==> src/rtl/led_regs_axil_arbiter_if.sv <==
// AXI-Lite bus between the arbiter and the LED register block.
// Single-word transfers; 32-bit data, ADDR_W-bit byte address.
interface led_regs_axil_arbiter_if #(
    parameter int ADDR_W = 21
);
    logic              awvalid;
    logic              awready;
    logic [ADDR_W-1:0] awaddr;
    logic [2:0]        awprot;
    logic              wvalid;
    logic              wready;
    logic [31:0]       wdata;
    logic [3:0]        wstrb;
    logic              bvalid;
    logic              bready;
    logic [1:0]        bresp;
    logic              arvalid;
    logic              arready;
    logic [ADDR_W-1:0] araddr;
    logic [2:0]        arprot;
    logic              rvalid;
    logic              rready;
    logic [31:0]       rdata;
    logic [1:0]        rresp;

    modport master (
        output awvalid, awaddr, awprot,
        output wvalid, wdata, wstrb,
        output bready,
        output arvalid, araddr, arprot,
        output rready,
        input  awready, wready,
        input  bvalid, bresp,
        input  arready,
        input  rvalid, rdata, rresp
    );

    modport slave (
        input  awvalid, awaddr, awprot,
        input  wvalid, wdata, wstrb,
        input  bready,
        input  arvalid, araddr, arprot,
        input  rready,
        output awready, wready,
        output bvalid, bresp,
        output arready,
        output rvalid, rdata, rresp
    );
endinterface

==> src/rtl/led_regs_axil_arbiter.sv <==
// Round-robin arbiter sharing the LED register AXI-Lite port
// between NUM_REQ single-word command requesters.
module led_regs_axil_arbiter #(
    parameter int NUM_REQ = 2,
    parameter int ADDR_W  = 21
) (
    input  logic                      clk,
    input  logic                      rst,
    input  logic [NUM_REQ-1:0]        cmd_valid,
    output logic [NUM_REQ-1:0]        cmd_ready,
    input  logic [NUM_REQ-1:0]        cmd_we,
    input  logic [NUM_REQ*ADDR_W-1:0] cmd_addr,
    input  logic [NUM_REQ*32-1:0]     cmd_wdata,
    output logic [NUM_REQ-1:0]        rsp_valid,
    output logic [31:0]               rsp_rdata,
    output logic                      rsp_err,
    output logic                      busy,
    led_regs_axil_arbiter_if.master   m_axil
);

    localparam int IDX_W = (NUM_REQ > 1) ? $clog2(NUM_REQ) : 1;

    typedef enum logic [2:0] {
        IDLE,
        WR_REQ,
        WR_RESP,
        RD_REQ,
        RD_RESP,
        DONE
    } state_t;

    state_t             state_q, state_d;
    logic [IDX_W-1:0]   rr_q, rr_d;
    logic [IDX_W-1:0]   gnt_q, gnt_d;
    logic [IDX_W-1:0]   win, win_nxt;
    logic               found;
    int                 j;
    logic [ADDR_W-1:0]  addr_q, addr_d;
    logic [31:0]        wdata_q, wdata_d;
    logic [31:0]        rdata_q, rdata_d;
    logic               err_q, err_d;
    logic               awvalid_q, awvalid_d;
    logic               wvalid_q, wvalid_d;
    logic               arvalid_q, arvalid_d;
    logic               bready_q, bready_d;
    logic               rready_q, rready_d;
    logic               aw_fin, w_fin;

    logic [ADDR_W-1:0]  addr_a  [NUM_REQ];
    logic [31:0]        wdata_a [NUM_REQ];

    for (genvar g = 0; g < NUM_REQ; g++) begin : g_unpack
        assign addr_a[g]  = cmd_addr[g*ADDR_W +: ADDR_W];
        assign wdata_a[g] = cmd_wdata[g*32 +: 32];
    end

    // Search starts at rr_ptr and wraps, so the last winner goes last.
    always_comb begin
        found = 1'b0;
        win   = '0;
        j     = 0;
        for (int k = 0; k < NUM_REQ; k++) begin
            j = int'(rr_q) + k;
            if (j >= NUM_REQ) j = j - NUM_REQ;
            if (!found && cmd_valid[IDX_W'(j)]) begin
                found = 1'b1;
                win   = IDX_W'(j);
            end
        end
    end

    assign win_nxt = (win == IDX_W'(NUM_REQ - 1)) ? '0 : win + 1'b1;

    always_comb begin
        cmd_ready = '0;
        if (rst && state_q == IDLE && found) cmd_ready[win] = 1'b1;
    end

    always_comb begin
        rsp_valid = '0;
        if (state_q == DONE) rsp_valid[gnt_q] = 1'b1;
    end

    assign busy      = (state_q != IDLE);
    assign rsp_rdata = rdata_q;
    assign rsp_err   = err_q;

    assign m_axil.awvalid = awvalid_q;
    assign m_axil.awaddr  = addr_q & ~ADDR_W'(3);
    assign m_axil.awprot  = 3'b000;
    assign m_axil.wvalid  = wvalid_q;
    assign m_axil.wdata   = wdata_q;
    assign m_axil.wstrb   = {4{wvalid_q}};
    assign m_axil.bready  = bready_q;
    assign m_axil.arvalid = arvalid_q;
    assign m_axil.araddr  = addr_q & ~ADDR_W'(3);
    assign m_axil.arprot  = 3'b000;
    assign m_axil.rready  = rready_q;

    assign aw_fin = !awvalid_q || m_axil.awready;
    assign w_fin  = !wvalid_q || m_axil.wready;

    always_comb begin
        state_d   = state_q;
        rr_d      = rr_q;
        gnt_d     = gnt_q;
        addr_d    = addr_q;
        wdata_d   = wdata_q;
        rdata_d   = rdata_q;
        err_d     = err_q;
        awvalid_d = awvalid_q;
        wvalid_d  = wvalid_q;
        arvalid_d = arvalid_q;
        bready_d  = bready_q;
        rready_d  = rready_q;
        unique case (state_q)
            IDLE: begin
                if (found) begin
                    gnt_d   = win;
                    rr_d    = win_nxt;
                    addr_d  = addr_a[win];
                    wdata_d = wdata_a[win];
                    if (cmd_we[win]) begin
                        awvalid_d = 1'b1;
                        wvalid_d  = 1'b1;
                        state_d   = WR_REQ;
                    end else begin
                        arvalid_d = 1'b1;
                        state_d   = RD_REQ;
                    end
                end
            end
            WR_REQ: begin
                // AW and W complete independently, possibly in one cycle.
                if (m_axil.awready) awvalid_d = 1'b0;
                if (m_axil.wready)  wvalid_d  = 1'b0;
                if (aw_fin && w_fin) begin
                    awvalid_d = 1'b0;
                    wvalid_d  = 1'b0;
                    bready_d  = 1'b1;
                    state_d   = WR_RESP;
                end
            end
            WR_RESP: begin
                if (m_axil.bvalid) begin
                    bready_d = 1'b0;
                    rdata_d  = '0;
                    err_d    = |(m_axil.bresp & 2'b10);
                    state_d  = DONE;
                end
            end
            RD_REQ: begin
                if (m_axil.arready) begin
                    arvalid_d = 1'b0;
                    rready_d  = 1'b1;
                    state_d   = RD_RESP;
                end
            end
            RD_RESP: begin
                if (m_axil.rvalid) begin
                    rready_d = 1'b0;
                    rdata_d  = m_axil.rdata;
                    err_d    = |(m_axil.rresp & 2'b10);
                    state_d  = DONE;
                end
            end
            DONE: state_d = IDLE;
            default: state_d = IDLE;
        endcase
    end

    always_ff @(posedge clk or negedge rst) begin
        if (!rst) begin
            state_q   <= IDLE;
            rr_q      <= '0;
            gnt_q     <= '0;
            addr_q    <= '0;
            wdata_q   <= '0;
            rdata_q   <= '0;
            err_q     <= 1'b0;
            awvalid_q <= 1'b0;
            wvalid_q  <= 1'b0;
            arvalid_q <= 1'b0;
            bready_q  <= 1'b0;
            rready_q  <= 1'b0;
        end else begin
            state_q   <= state_d;
            rr_q      <= rr_d;
            gnt_q     <= gnt_d;
            addr_q    <= addr_d;
            wdata_q   <= wdata_d;
            rdata_q   <= rdata_d;
            err_q     <= err_d;
            awvalid_q <= awvalid_d;
            wvalid_q  <= wvalid_d;
            arvalid_q <= arvalid_d;
            bready_q  <= bready_d;
            rready_q  <= rready_d;
        end
    end

endmodule

==> src/flat_wrapper.sv <==
// flat-port wrapper written by rule: the top's interface ports become plain ports
module led_regs_axil_arbiter_flat 
#(
    parameter int NUM_REQ = 2,
    parameter int ADDR_W  = 21
)
  (clk, rst, cmd_valid, cmd_ready, cmd_we, cmd_addr, cmd_wdata, rsp_valid, rsp_rdata, rsp_err, busy, m_axil_awvalid, m_axil_awaddr, m_axil_awprot, m_axil_wvalid, m_axil_wdata, m_axil_wstrb, m_axil_bready, m_axil_arvalid, m_axil_araddr, m_axil_arprot, m_axil_rready, m_axil_awready, m_axil_wready, m_axil_bvalid, m_axil_bresp, m_axil_arready, m_axil_rvalid, m_axil_rdata, m_axil_rresp);
  led_regs_axil_arbiter_if #(.ADDR_W(ADDR_W)) m_axil_i ();
  input  logic clk;
  input  logic rst;
  input  logic [NUM_REQ-1:0] cmd_valid;
  output logic [NUM_REQ-1:0] cmd_ready;
  input  logic [NUM_REQ-1:0] cmd_we;
  input  logic [NUM_REQ*ADDR_W-1:0] cmd_addr;
  input  logic [NUM_REQ*32-1:0] cmd_wdata;
  output logic [NUM_REQ-1:0] rsp_valid;
  output logic [31:0] rsp_rdata;
  output logic rsp_err;
  output logic busy;
  output wire logic [$bits(m_axil_i.awvalid)-1:0] m_axil_awvalid;
  output wire logic [$bits(m_axil_i.awaddr)-1:0] m_axil_awaddr;
  output wire logic [$bits(m_axil_i.awprot)-1:0] m_axil_awprot;
  output wire logic [$bits(m_axil_i.wvalid)-1:0] m_axil_wvalid;
  output wire logic [$bits(m_axil_i.wdata)-1:0] m_axil_wdata;
  output wire logic [$bits(m_axil_i.wstrb)-1:0] m_axil_wstrb;
  output wire logic [$bits(m_axil_i.bready)-1:0] m_axil_bready;
  output wire logic [$bits(m_axil_i.arvalid)-1:0] m_axil_arvalid;
  output wire logic [$bits(m_axil_i.araddr)-1:0] m_axil_araddr;
  output wire logic [$bits(m_axil_i.arprot)-1:0] m_axil_arprot;
  output wire logic [$bits(m_axil_i.rready)-1:0] m_axil_rready;
  input wire logic [$bits(m_axil_i.awready)-1:0] m_axil_awready;
  input wire logic [$bits(m_axil_i.wready)-1:0] m_axil_wready;
  input wire logic [$bits(m_axil_i.bvalid)-1:0] m_axil_bvalid;
  input wire logic [$bits(m_axil_i.bresp)-1:0] m_axil_bresp;
  input wire logic [$bits(m_axil_i.arready)-1:0] m_axil_arready;
  input wire logic [$bits(m_axil_i.rvalid)-1:0] m_axil_rvalid;
  input wire logic [$bits(m_axil_i.rdata)-1:0] m_axil_rdata;
  input wire logic [$bits(m_axil_i.rresp)-1:0] m_axil_rresp;
  assign m_axil_awvalid = m_axil_i.awvalid;
  assign m_axil_awaddr = m_axil_i.awaddr;
  assign m_axil_awprot = m_axil_i.awprot;
  assign m_axil_wvalid = m_axil_i.wvalid;
  assign m_axil_wdata = m_axil_i.wdata;
  assign m_axil_wstrb = m_axil_i.wstrb;
  assign m_axil_bready = m_axil_i.bready;
  assign m_axil_arvalid = m_axil_i.arvalid;
  assign m_axil_araddr = m_axil_i.araddr;
  assign m_axil_arprot = m_axil_i.arprot;
  assign m_axil_rready = m_axil_i.rready;
  assign m_axil_i.awready = m_axil_awready;
  assign m_axil_i.wready = m_axil_wready;
  assign m_axil_i.bvalid = m_axil_bvalid;
  assign m_axil_i.bresp = m_axil_bresp;
  assign m_axil_i.arready = m_axil_arready;
  assign m_axil_i.rvalid = m_axil_rvalid;
  assign m_axil_i.rdata = m_axil_rdata;
  assign m_axil_i.rresp = m_axil_rresp;
  led_regs_axil_arbiter #(.NUM_REQ(NUM_REQ), .ADDR_W(ADDR_W)) u_core (.clk(clk), .rst(rst), .cmd_valid(cmd_valid), .cmd_ready(cmd_ready), .cmd_we(cmd_we), .cmd_addr(cmd_addr), .cmd_wdata(cmd_wdata), .rsp_valid(rsp_valid), .rsp_rdata(rsp_rdata), .rsp_err(rsp_err), .busy(busy), .m_axil(m_axil_i));
endmodule
==> config.mk <==
export PLATFORM = sky130hd
export DESIGN_NAME = led_regs_axil_arbiter_flat
export DESIGN_NICKNAME = d
export VERILOG_FILES = /design/src/rtl/led_regs_axil_arbiter_if.sv /design/src/rtl/led_regs_axil_arbiter.sv /design/src/flat_wrapper.sv
export SDC_FILE = /design/constraint.sdc
export NUM_CORES = 1
export LEC_CHECK = 0
export CAP_MARGIN = 25
export CELL_PAD_IN_SITES_DETAIL_PLACEMENT = 0
export CELL_PAD_IN_SITES_GLOBAL_PLACEMENT = 2
export CORE_MARGIN = 2
export CORE_UTILIZATION = 20
export DETAILED_ROUTE_END_ITERATION = 8
export PLACE_DENSITY_LB_ADDON = 0.1
export SKIP_LAST_GASP = 1
export SLEW_MARGIN = 10
export SYNTH_ARGS = -nofsm -noshare
export SYNTH_HDL_FRONTEND = slang
export SYNTH_SLANG_ARGS = --single-unit
==> constraint.sdc <==
create_clock -name clk -period 1.9 [get_ports clk]
set_input_delay 0.38 -clock clk [delete_from_list [all_inputs] [get_ports clk]]
set_output_delay 0.38 -clock clk [all_outputs]
set_load 0.02 [all_outputs]
Word level (Yosys, flattened, before mapping). Index checks and enable logic that the tools add are counted.

Register bits: 96. Input bits: 153. Output and inout port bits: 127. Logic and storage cells: 122.

$add $sub $neg: 4. Order comparisons: 9. Equality and inequality tests: 14. Mux-type cells: 56. Bitwise logic cells: 1. Reduce and logical (&&, ||, !) cells: 26.

Operators by type and width (number): $mux W32 (5); $pmux W32 S2 (1); $mux W21 (3); $mux W1 (30); $mux W3 (5); $pmux W3 S5 (1); $pmux W1 S2 (6); $reduce_and A4 Y1 (3); $ne A2 B2 Y1 const B (5); $reduce_bool A2 Y1 (5); $reduce_and A3 Y1 (3); $eq A3 B2 Y1 const B (2); $eq A3 B3 Y1 const B (2); $logic_and A1 B1 Y1 (6); $lt A1 B3 Y1 const B (2); $mux W2 (3); $ne A3 B2 Y1 const B (2); $reduce_and A5 Y1 (1); $ge A2 B2 Y1 const B (2); $lt A1 B2 Y1 const B (2); $ne A2 B1 Y1 const B (2); $eq A3 B1 Y1 const B (1); $logic_not A1 Y1 (3); $logic_not A3 Y1 (1); 10 further kinds (14).

Depth between registers and ports, before layout. Gate-level depths: netlist (run 1).

Word-level depth: 14. Mapped depth: 6. Depth with buffers taken out: 4.

Worst setup path before layout (run 1). No wires, ideal clock.

Path kind: reg-to-output. Start point: reg u_core.state_q[1]. End point: out cmd_ready[0]. Arrival: 1.419 ns. Required time: 1.520 ns. Setup slack: 0.101 ns. Stages on the path, launching flop included: 6. Path buffers: 2. Cells stage by stage: dfrtp_1 buf_4 nor4b_4 buf_2 nand2_1 nor2_1.

Longest elaborated chain between the ends: 4.

RTL lines: from (decl) (line led_regs_axil_arbiter.sv:32) `state_t state_q, state_d;`; from (signal assigned) (line led_regs_axil_arbiter.sv:187) `state_q <= state_d;`; $logic_not A3 Y1 (line led_regs_axil_arbiter.sv:76) `if (rst && state_q == IDLE && found) cmd_ready[win] = 1'b1;`; $logic_and A1 B1 Y1 (2 in series) (line led_regs_axil_arbiter.sv:76); $mux W2 (line led_regs_axil_arbiter.sv:76); to (decl) (line flat_wrapper.sv:12) `output logic [NUM_REQ-1:0] cmd_ready;`.

Every way passes these cells.

Worst setup path after layout (run 1).
Start point: reg u_core.state_q[0]. End point: out busy.

Longest elaborated chain between the ends: 1.

RTL lines: $reduce_bool A3 Y1 (line led_regs_axil_arbiter.sv:84) `assign busy = (state_q != IDLE);`; to (decl) (line flat_wrapper.sv:19) `output logic busy;`.

Every way passes these cells.

==> qor.log, run 1 <==
INFO  outcome        run_status=complete, no violations
INFO  die            fp-row-count=54
INFO  yosys          synthDominantCellAreaShare=53.8%
INFO  yosys          synth_enable_flop_cells=0
INFO  final_layout   num_antenna_cells=0
INFO  pwr            vdd_drop_max=0.000686V
INFO  detailed_routing average_wire_length_per_cell_after_detail_routing=15.7um
INFO  sta            finalSetupViolations=0
INFO  yosys          synth_top_family_by_area=compound AO/OA/AOI/OAI gates
INFO  yosys          ys.flop_type=dfrtp_1
INFO  yosys          ys_top_cells_by_count=94 x dfrtp_1, 59 x nor2_1, 56 x a21oi_1
INFO  critical_path  crit_path_cell_trace=buf_4 -> or3_1 -> buf_6
INFO  critical_path  worstSetupStartpointType=flop
INFO  grt            grt_start_max_net_pins=87
INFO  critical_path  cp_top_family=flip-flops
INFO  critical_path  worstSetupPathDepth=3
INFO  grt            grt_antenna_before_repair=0
INFO  clock_network  cts.htree.levels=3
INFO  die            dieArea=23100um^2
INFO  pwr            total_leakage_power=0.00322uW
INFO  yosys          synth_top_cells_by_area=dfrtp_1 54%, mux2i_1 12%, a21oi_1 6.4%
INFO  clock_network  tritoncts_num_sinks=94
INFO  critical_path  crit_path_max_fanout=3
INFO  yosys          postSynth.asyncResetShare=100%
INFO  sta            slew_headroom=48.9%
INFO  grt            grt_pass1_vias=3878
INFO  yosys          seq_total_area_yosys=53.8%
INFO  critical_path  worstPathRequired=1.52ns
INFO  sta            hold_viol_final=0
INFO  yosys          syn_area=4370um^2
INFO  detailed_routing detailedRoute.firstIterationViolations=152
INFO  sta            final_min_period_over_clock_period=97.6%
INFO  final_layout   finalNetCount=793
INFO  final_layout   number_of_filler_instances_in_the_final_layout=2193
INFO  pwr            design_power=12800uW
INFO  yosys          yosys_warnings=0
INFO  sta            max_freq=0.540GHz
INFO  critical_path  reg2reg_depth=7
INFO  place          finalWeightedCongestion=0.722
INFO  critical_path  setup.worst_path.end_class=primary output
INFO  sta            fin_crit=1.85ns
INFO  flow_run       maxCapViolCount=0
INFO  detailed_routing routed_wirelength=14500um
INFO  die            initial_utilization=20.2%
INFO  sta            worst_pin_slew=0.767ns
INFO  detailed_routing routed-via-count=3792
INFO  yosys          synthAdderAreaFrac=0%
INFO  grt            global_route.overflow_total=0
INFO  critical_path  worstSetupPathType=reg -> out
INFO  yosys          unique_masters_post_synth=31
INFO  final_layout   multi_input_comb_area=1640um^2
INFO  grt            wire_length_of_the_first_global_routing_pass=23000um
INFO  sta            timing.final.ws_setup=0.0465ns
INFO  yosys          post_synth_and_or_nand_nor_area_fraction=7.98%
INFO  critical_path  worst-endpoint-arrival=1.47ns
INFO  sta            slew_viol_final=0
INFO  sta            setup_tns=0ns
INFO  pwr            power_density=1710nW/um^2
INFO  die            die_w=152um
INFO  critical_path  cell_with_the_biggest_individual_delay_on_the_critical_path=dfrtp_1
INFO  final_layout   finish.utilization=34.7%
INFO  clock_network  clkTransAtPathRegs=0.07ns
INFO  yosys          synth_area_in_xor_xnor=0.200%
INFO  detailed_routing drc_errors=0
INFO  critical_path  critical_path.max_stage_delay=0.41ns
INFO  die            ios=280
INFO  min_path       whs_path_depth=4
INFO  final_layout   ff_latch_area=2360um^2
INFO  place          dpl_worst_slack=-0.517ns
INFO  detailed_routing via_per_inst=4.10
INFO  clock_network  clock_tree.root_cell=clkbuf_16
INFO  clock_network  clk-insertion-delay-late=0.34ns
INFO  die            dieHeight=152um
INFO  die            core=21600um^2
INFO  clock_network  cts_max_path_buffers=2
INFO  yosys          synthesized_area_per_cell=10.9um^2
INFO  yosys          synthMuxAreaShare=12.9%
INFO  detailed_routing antenna_violating_nets_post_route=0
INFO  yosys          synth.largest_area_cell=dfrtp_1
INFO  final_layout   area_growth=71.3%
INFO  final_layout   final_layout_size_suffix_gt1_share=7.30%
INFO  yosys          post_synthesis_sequential_element_count=94
INFO  yosys          synth-compound-area-share=15.4%
INFO  clock_network  tritoncts=done
INFO  yosys          yosys.cell_count.top_type=dfrtp_1
INFO  sta            rsz0062_at_grt=yes
INFO  min_path       holdCritPathClass=in -> reg
INFO  yosys          synthCells=400
INFO  place          portBuffers=262
INFO  grt            globalRouteTotalUtil=12.6%
INFO  critical_path  critical_path_buf_inv_count=2
INFO  clock_network  cts_made_buffers=9
INFO  sta            fin_skew=0.00807ns
INFO  detailed_routing first_pass_iters=4
INFO  place          hpwl=10800um
## tightest hold or removal path: stages
cell and delay, ns:
dlymetal6s2s_1 0.13, buf_4 0.15, nand2_1 0.05, o21ai_0 0.06
## routing by layer
layer	track usage, %	up-vias	share of wire [%]
met5	0	-	0
met4	4.14	0	1.3
met3	4.68	11	9.6
met2	18.3	193	43
met1	17.2	1746	46
li1	-	1842	-
## registers in the layout, summed over array words and instances, names as in the netlist, 3 cells and up
register	count
u_core.addr_q	19
u_core.state_q	3
u_core.m_axil.wdata	32
u_core.rsp_rdata	32
## power breakdown
| group | leakage [uW] | internal (uW) | switching [uW] |
|---|---|---|---|
| Combinational | 0.00194 | 3450 | 3580 |
| Sequential | 0.00112 | 2990 | 631 |
| Clock | 0.000165 | 1320 | 817 |
| Total | 0.00322 | 7770 | 5030 |
## cell type report
| type | count | area share (%) |
|---|---|---|
| timing repair buffer | 280 | 37.1 |
| clock inverter | 5 | 1.42 |
| multi-input combinational | 250 | 21.9 |
| sequential | 94 | 31.4 |
| inverter | 5 | 0.250 |
| tap | 280 | 4.67 |
| clock buffer | 10 | 3.19 |
## metrics by stage
stage	hold WS, ns	cells	instance area (um^2)
floorplan	0.0844	409	4410
global placement	0.369	907	7120
detailed placement	0.376	907	7120
CTS	0.511	924	7460
global route	0.475	924	7490
finish	0.456	924	7490
## worst paths after layout
| kind | startpoint | to | slack, ns |
|---|---|---|---|
| min reg2reg | u_core.rsp_rdata[30] | u_core.rsp_rdata[30] | 0.51 |
| max | u_core.state_q[0] | busy | 0.05 |
| max reg2reg | u_core.state_q[2] | u_core.rsp_rdata[8] | 0.15 |
| max in group asynchronous | rst | u_core.rsp_rdata[2] | 0.76 |
| min in group asynchronous | rst | u_core.addr_q[18] | 0.57 |
| min | cmd_valid[0] | u_core.m_axil.wvalid | 0.46 |
## timing repair
| item | in CTS | in global routing |
|---|---|---|
| setup endpoints to repair | 5 | 57 |
| gates cloned | 0 | 0 |
| buffers inserted | 1 | 0 |
| hold endpoints to repair | 12 | 0 |
| resized for setup | 22 | 11 |
| hold buffers | 1 | 0 |
| pin swaps | 0 | 3 |
## layout by cell type (no fill, tap or decap), types with 2 or more instances in the layout
cell type,instances
clkdlybuf4s50_1,254
dfrtp_1,93
nor2_1,58
a21oi_1,56
mux2i_1,54
a22o_1,32
buf_4,15
conb_1,10
nand2_1,9
clkbuf_16,9
inv_1,5
a31oi_1,4
and3_1,3
o21ai_0,3
bufinv_16,3
buf_2,3
a32oi_1,2
nand2b_1,2
mux2_2,2
clkbuf_8,2
dlymetal6s2s_1,2
buf_6,2
buf_12,2
## cell families after synthesis
kind of cell	Yosys count
AOI/OAI and AO/OA	104
xor gates and xnor gates	1
buffers and inverters	65
DFF	94
muxes	56
other	1
and+or+nand+nor	79
No activity file was read; power rests on OpenSTA's default activity.
==> run 2, diff against run 1 <==
--- a/config.mk
+++ b/config.mk
@@ -12,7 +12,6 @@
 export CORE_UTILIZATION = 20
 export DETAILED_ROUTE_END_ITERATION = 8
 export PLACE_DENSITY_LB_ADDON = 0.1
-export SKIP_LAST_GASP = 1
 export SLEW_MARGIN = 10
 export SYNTH_ARGS = -nofsm -noshare
 export SYNTH_HDL_FRONTEND = slang
==> run 2 against run 1 <==
Net effect: die area unchanged; sequential power about the same; clock-buffer cell count unchanged; clock skew about the same; routed wire length about the same; global-route usage about the same; register-to-register slack about the same; largest cell class unchanged; largest power group unchanged; clock power about the same; utilization about the same.
==> qor.log, run 2 (synthesis gave the netlist of run 1 again) <==
INFO  sta            slew_headroom=48.9% [unchanged]
INFO  final_layout   num_antenna_cells=0 [unchanged]
INFO  pwr            total_leakage_power=0.00322uW [about the same]
INFO  sta            fin_skew=0.00802ns [-0.0000496 ns]
INFO  final_layout   final_layout_size_suffix_gt1_share=7.30% [unchanged]
INFO  detailed_routing antenna_violating_nets_post_route=0 [unchanged]
INFO  final_layout   area_growth=71.4% [about the same]
INFO  final_layout   multi_input_comb_area=1640um^2 [unchanged]
INFO  die            ios=280 [unchanged]
INFO  final_layout   number_of_filler_instances_in_the_final_layout=2192 [-0.046%]
INFO  place          portBuffers=262 [unchanged]
INFO  die            dieArea=23100um^2 [unchanged]
INFO  die            die_w=152um [unchanged]
INFO  min_path       whs_path_depth=4 [unchanged]
INFO  sta            holdWs=0.455ns [-0.0000960 ns]
INFO  critical_path  setup.worst_path.end_class=primary output
INFO  grt            wire_length_of_the_first_global_routing_pass=23000um [about the same]
INFO  critical_path  crit_path_max_fanout=8 [+5]
INFO  clock_network  cts_max_path_buffers=2 [unchanged]
INFO  clock_network  cts.htree.levels=3 [unchanged]
INFO  sta            hold_viol_final=0 [unchanged]
INFO  sta            fin_crit=1.85ns [+0.000791 ns]
INFO  sta            finalSetupViolations=0 [unchanged]
INFO  outcome        run_status=complete, no violations
INFO  grt            grt_start_max_net_pins=87 [unchanged]
INFO  detailed_routing via_per_inst=4.11 [+0.11%]
INFO  flow_run       maxCapViolCount=0 [unchanged]
INFO  pwr            switching_power=5030uW [about the same]
INFO  grt            grt_antenna_before_repair=0 [unchanged]
INFO  critical_path  worstSetupStartpointType=flop
INFO  min_path       hp-start=cmd_valid[0]
INFO  critical_path  r2r_start=u_core.state_q[2]
INFO  pwr            power_density=1710nW/um^2 [about the same]
INFO  final_layout   layout.cells.most_common_list=254 x clkdlybuf4s50_1, 93 x dfrtp_1, 58 x nor2_1
INFO  detailed_routing drc_errors=0 [unchanged]
INFO  detailed_routing routed_wirelength=14500um [about the same]
INFO  grt            global_route.overflow_total=0 [unchanged]
INFO  pwr            power.combinational.fraction=55.0% [about the same]
INFO  clock_network  tritoncts=done
INFO  final_layout   most_common_library_cell_in_the_layout_ignoring_fill_and_taps=clkdlybuf4s50_1
INFO  pwr            p_int=7770uW [about the same]
INFO  critical_path  rr_endpoint=u_core.rsp_rdata[8]
INFO  sta            max_freq=0.539GHz [about the same]
INFO  pwr            share_clk_of_total_power=16.7% [about the same]
INFO  sta            final_min_period_over_clock_period=97.6% [about the same]
INFO  die            dieHeight=152um [unchanged]
INFO  critical_path  worstPathRequired=1.52ns [about the same]
INFO  place          hpwl=10800um [unchanged]
INFO  clock_network  tritoncts_num_sinks=94 [unchanged]
INFO  clock_network  clkTransAtPathRegs=0.07ns [about the same]
INFO  critical_path  worst-endpoint-arrival=1.47ns [about the same]
INFO  final_layout   ff_latch_area=2360um^2 [unchanged]
INFO  pwr            design_power=12800uW [about the same]
INFO  grt            grt_pass1_vias=3878 [unchanged]
INFO  die            core=21600um^2 [unchanged]
INFO  detailed_routing detailedRoute.firstIterationViolations=152 [unchanged]
INFO  pwr            p_sw_share=39.3% [about the same]
INFO  pwr            share_seq_of_total_power=28.3% [about the same]
INFO  critical_path  reg2reg_depth=7 [unchanged]
INFO  critical_path  reg2reg_slack=0.15ns [about the same]
INFO  detailed_routing first_pass_iters=4 [unchanged]
INFO  sta            slew_viol_final=0 [unchanged]
INFO  critical_path  worstSetupPathType=reg -> out
INFO  sta            rsz0062_at_grt=yes
INFO  min_path       holdCritPathClass=in -> reg
INFO  die            initial_utilization=20.2% [unchanged]
INFO  sta            worst_pin_slew=0.767ns [unchanged]
INFO  pwr            vdd_drop_max=0.000686V [about the same]
INFO  die            fp-row-count=54 [unchanged]
INFO  final_layout   finalNetCount=793 [unchanged]
INFO  place          finalWeightedCongestion=0.722 [unchanged]
INFO  grt            globalRouteTotalUtil=12.6% [about the same]
INFO  clock_network  cts_made_buffers=9 [unchanged]
INFO  min_path       min_delay_worst_endpoint=u_core.m_axil.wvalid
INFO  clock_network  clock_tree.root_cell=clkbuf_16
INFO  detailed_routing average_wire_length_per_cell_after_detail_routing=15.7um [about the same]
INFO  clock_network  clk-insertion-delay-late=0.34ns [about the same]
INFO  detailed_routing routed-via-count=3796 [+0.11%]
run 2: per-layer routing:
metal,track usage [%],routed length (um),vias to the layer above
met5,0,0,-
met4,4.14,193,0
met3,4.68,1400,11
met2,18.3,6190,195
met1,17.2,6700,1747
li1,-,-,1843
run 2: metrics by stage:
step	area (um^2)	worst slack, ns	setup TNS [ns]	utilization, %	std cells
after global placement	7120	-0.492	-12.60	32.9	907
after floorplan	4410	0.101	0	-	409
final	7500	0.0457	0	34.7	924
after global routing	7500	-0.0402	-0.0402	34.7	924
after detailed placement	7120	-0.517	-15.20	32.9	907
after CTS	7470	0.00994	0	34.5	924
run 2: worst max path at each step:
stage | endpoint | cells past startpoint | startpoint | slack, ns
floorplan | cmd_ready[0] | 5 | u_core.state_q[1] | 0.10
global placement | cmd_ready[0] | 5 | cmd_valid[0] | -0.49
detailed placement | cmd_ready[0] | 5 | cmd_valid[0] | -0.52
CTS | cmd_ready[0] | 5 | cmd_valid[0] | 0.01
global route | cmd_ready[0] | 4 | u_core.state_q[1] | -0.04
finish | busy | 3 | u_core.state_q[1] | 0.05
run 2: worst max-delay path: stages (launching register included):
cell and delay [ns]:
dfrtp_1 0.41, buf_4 0.17, or3_1 0.39, buf_6 0.15
run 2: final cells by class:
class / instances / area share (%)
multi-input cells: 250 / 21.9
inverters: 5 / 0.250
clock inverters: 5 / 1.42
flip-flops and latches: 94 / 31.4
clock buffers: 10 / 3.19
well taps: 280 / 4.67
repair buffers: 280 / 37.1
run 2: power by group through the flow:
stage	clock network (uW)	logic, uW	registers (uW)
after detailed placement	0	7130	3660
after CTS	2240	7130	3650
after floorplan	0	2930	4710
after global placement	0	7110	3640
final	2140	7040	3620
after global routing	2300	7570	3780
run 2: what timing repair did:
action | in CTS | in global routing
hold buffers | 1 | 0
endpoints found under the setup margin | 5 | 33
buffers inserted | 1 | 0
pin swaps | 0 | 3
hold endpoints to repair | 12 | 0
resized for setup | 24 | 9
==> run 3, diff against run 2 <==
--- a/config.mk
+++ b/config.mk
@@ -10,6 +10,7 @@
 export CELL_PAD_IN_SITES_GLOBAL_PLACEMENT = 2
 export CORE_MARGIN = 2
 export CORE_UTILIZATION = 20
+export CTS_CLUSTER_SIZE = 40
 export DETAILED_ROUTE_END_ITERATION = 8
 export PLACE_DENSITY_LB_ADDON = 0.1
 export SLEW_MARGIN = 10
==> results of run 3 <==
Final layout, timing and power as in run 2 (identical DEF).
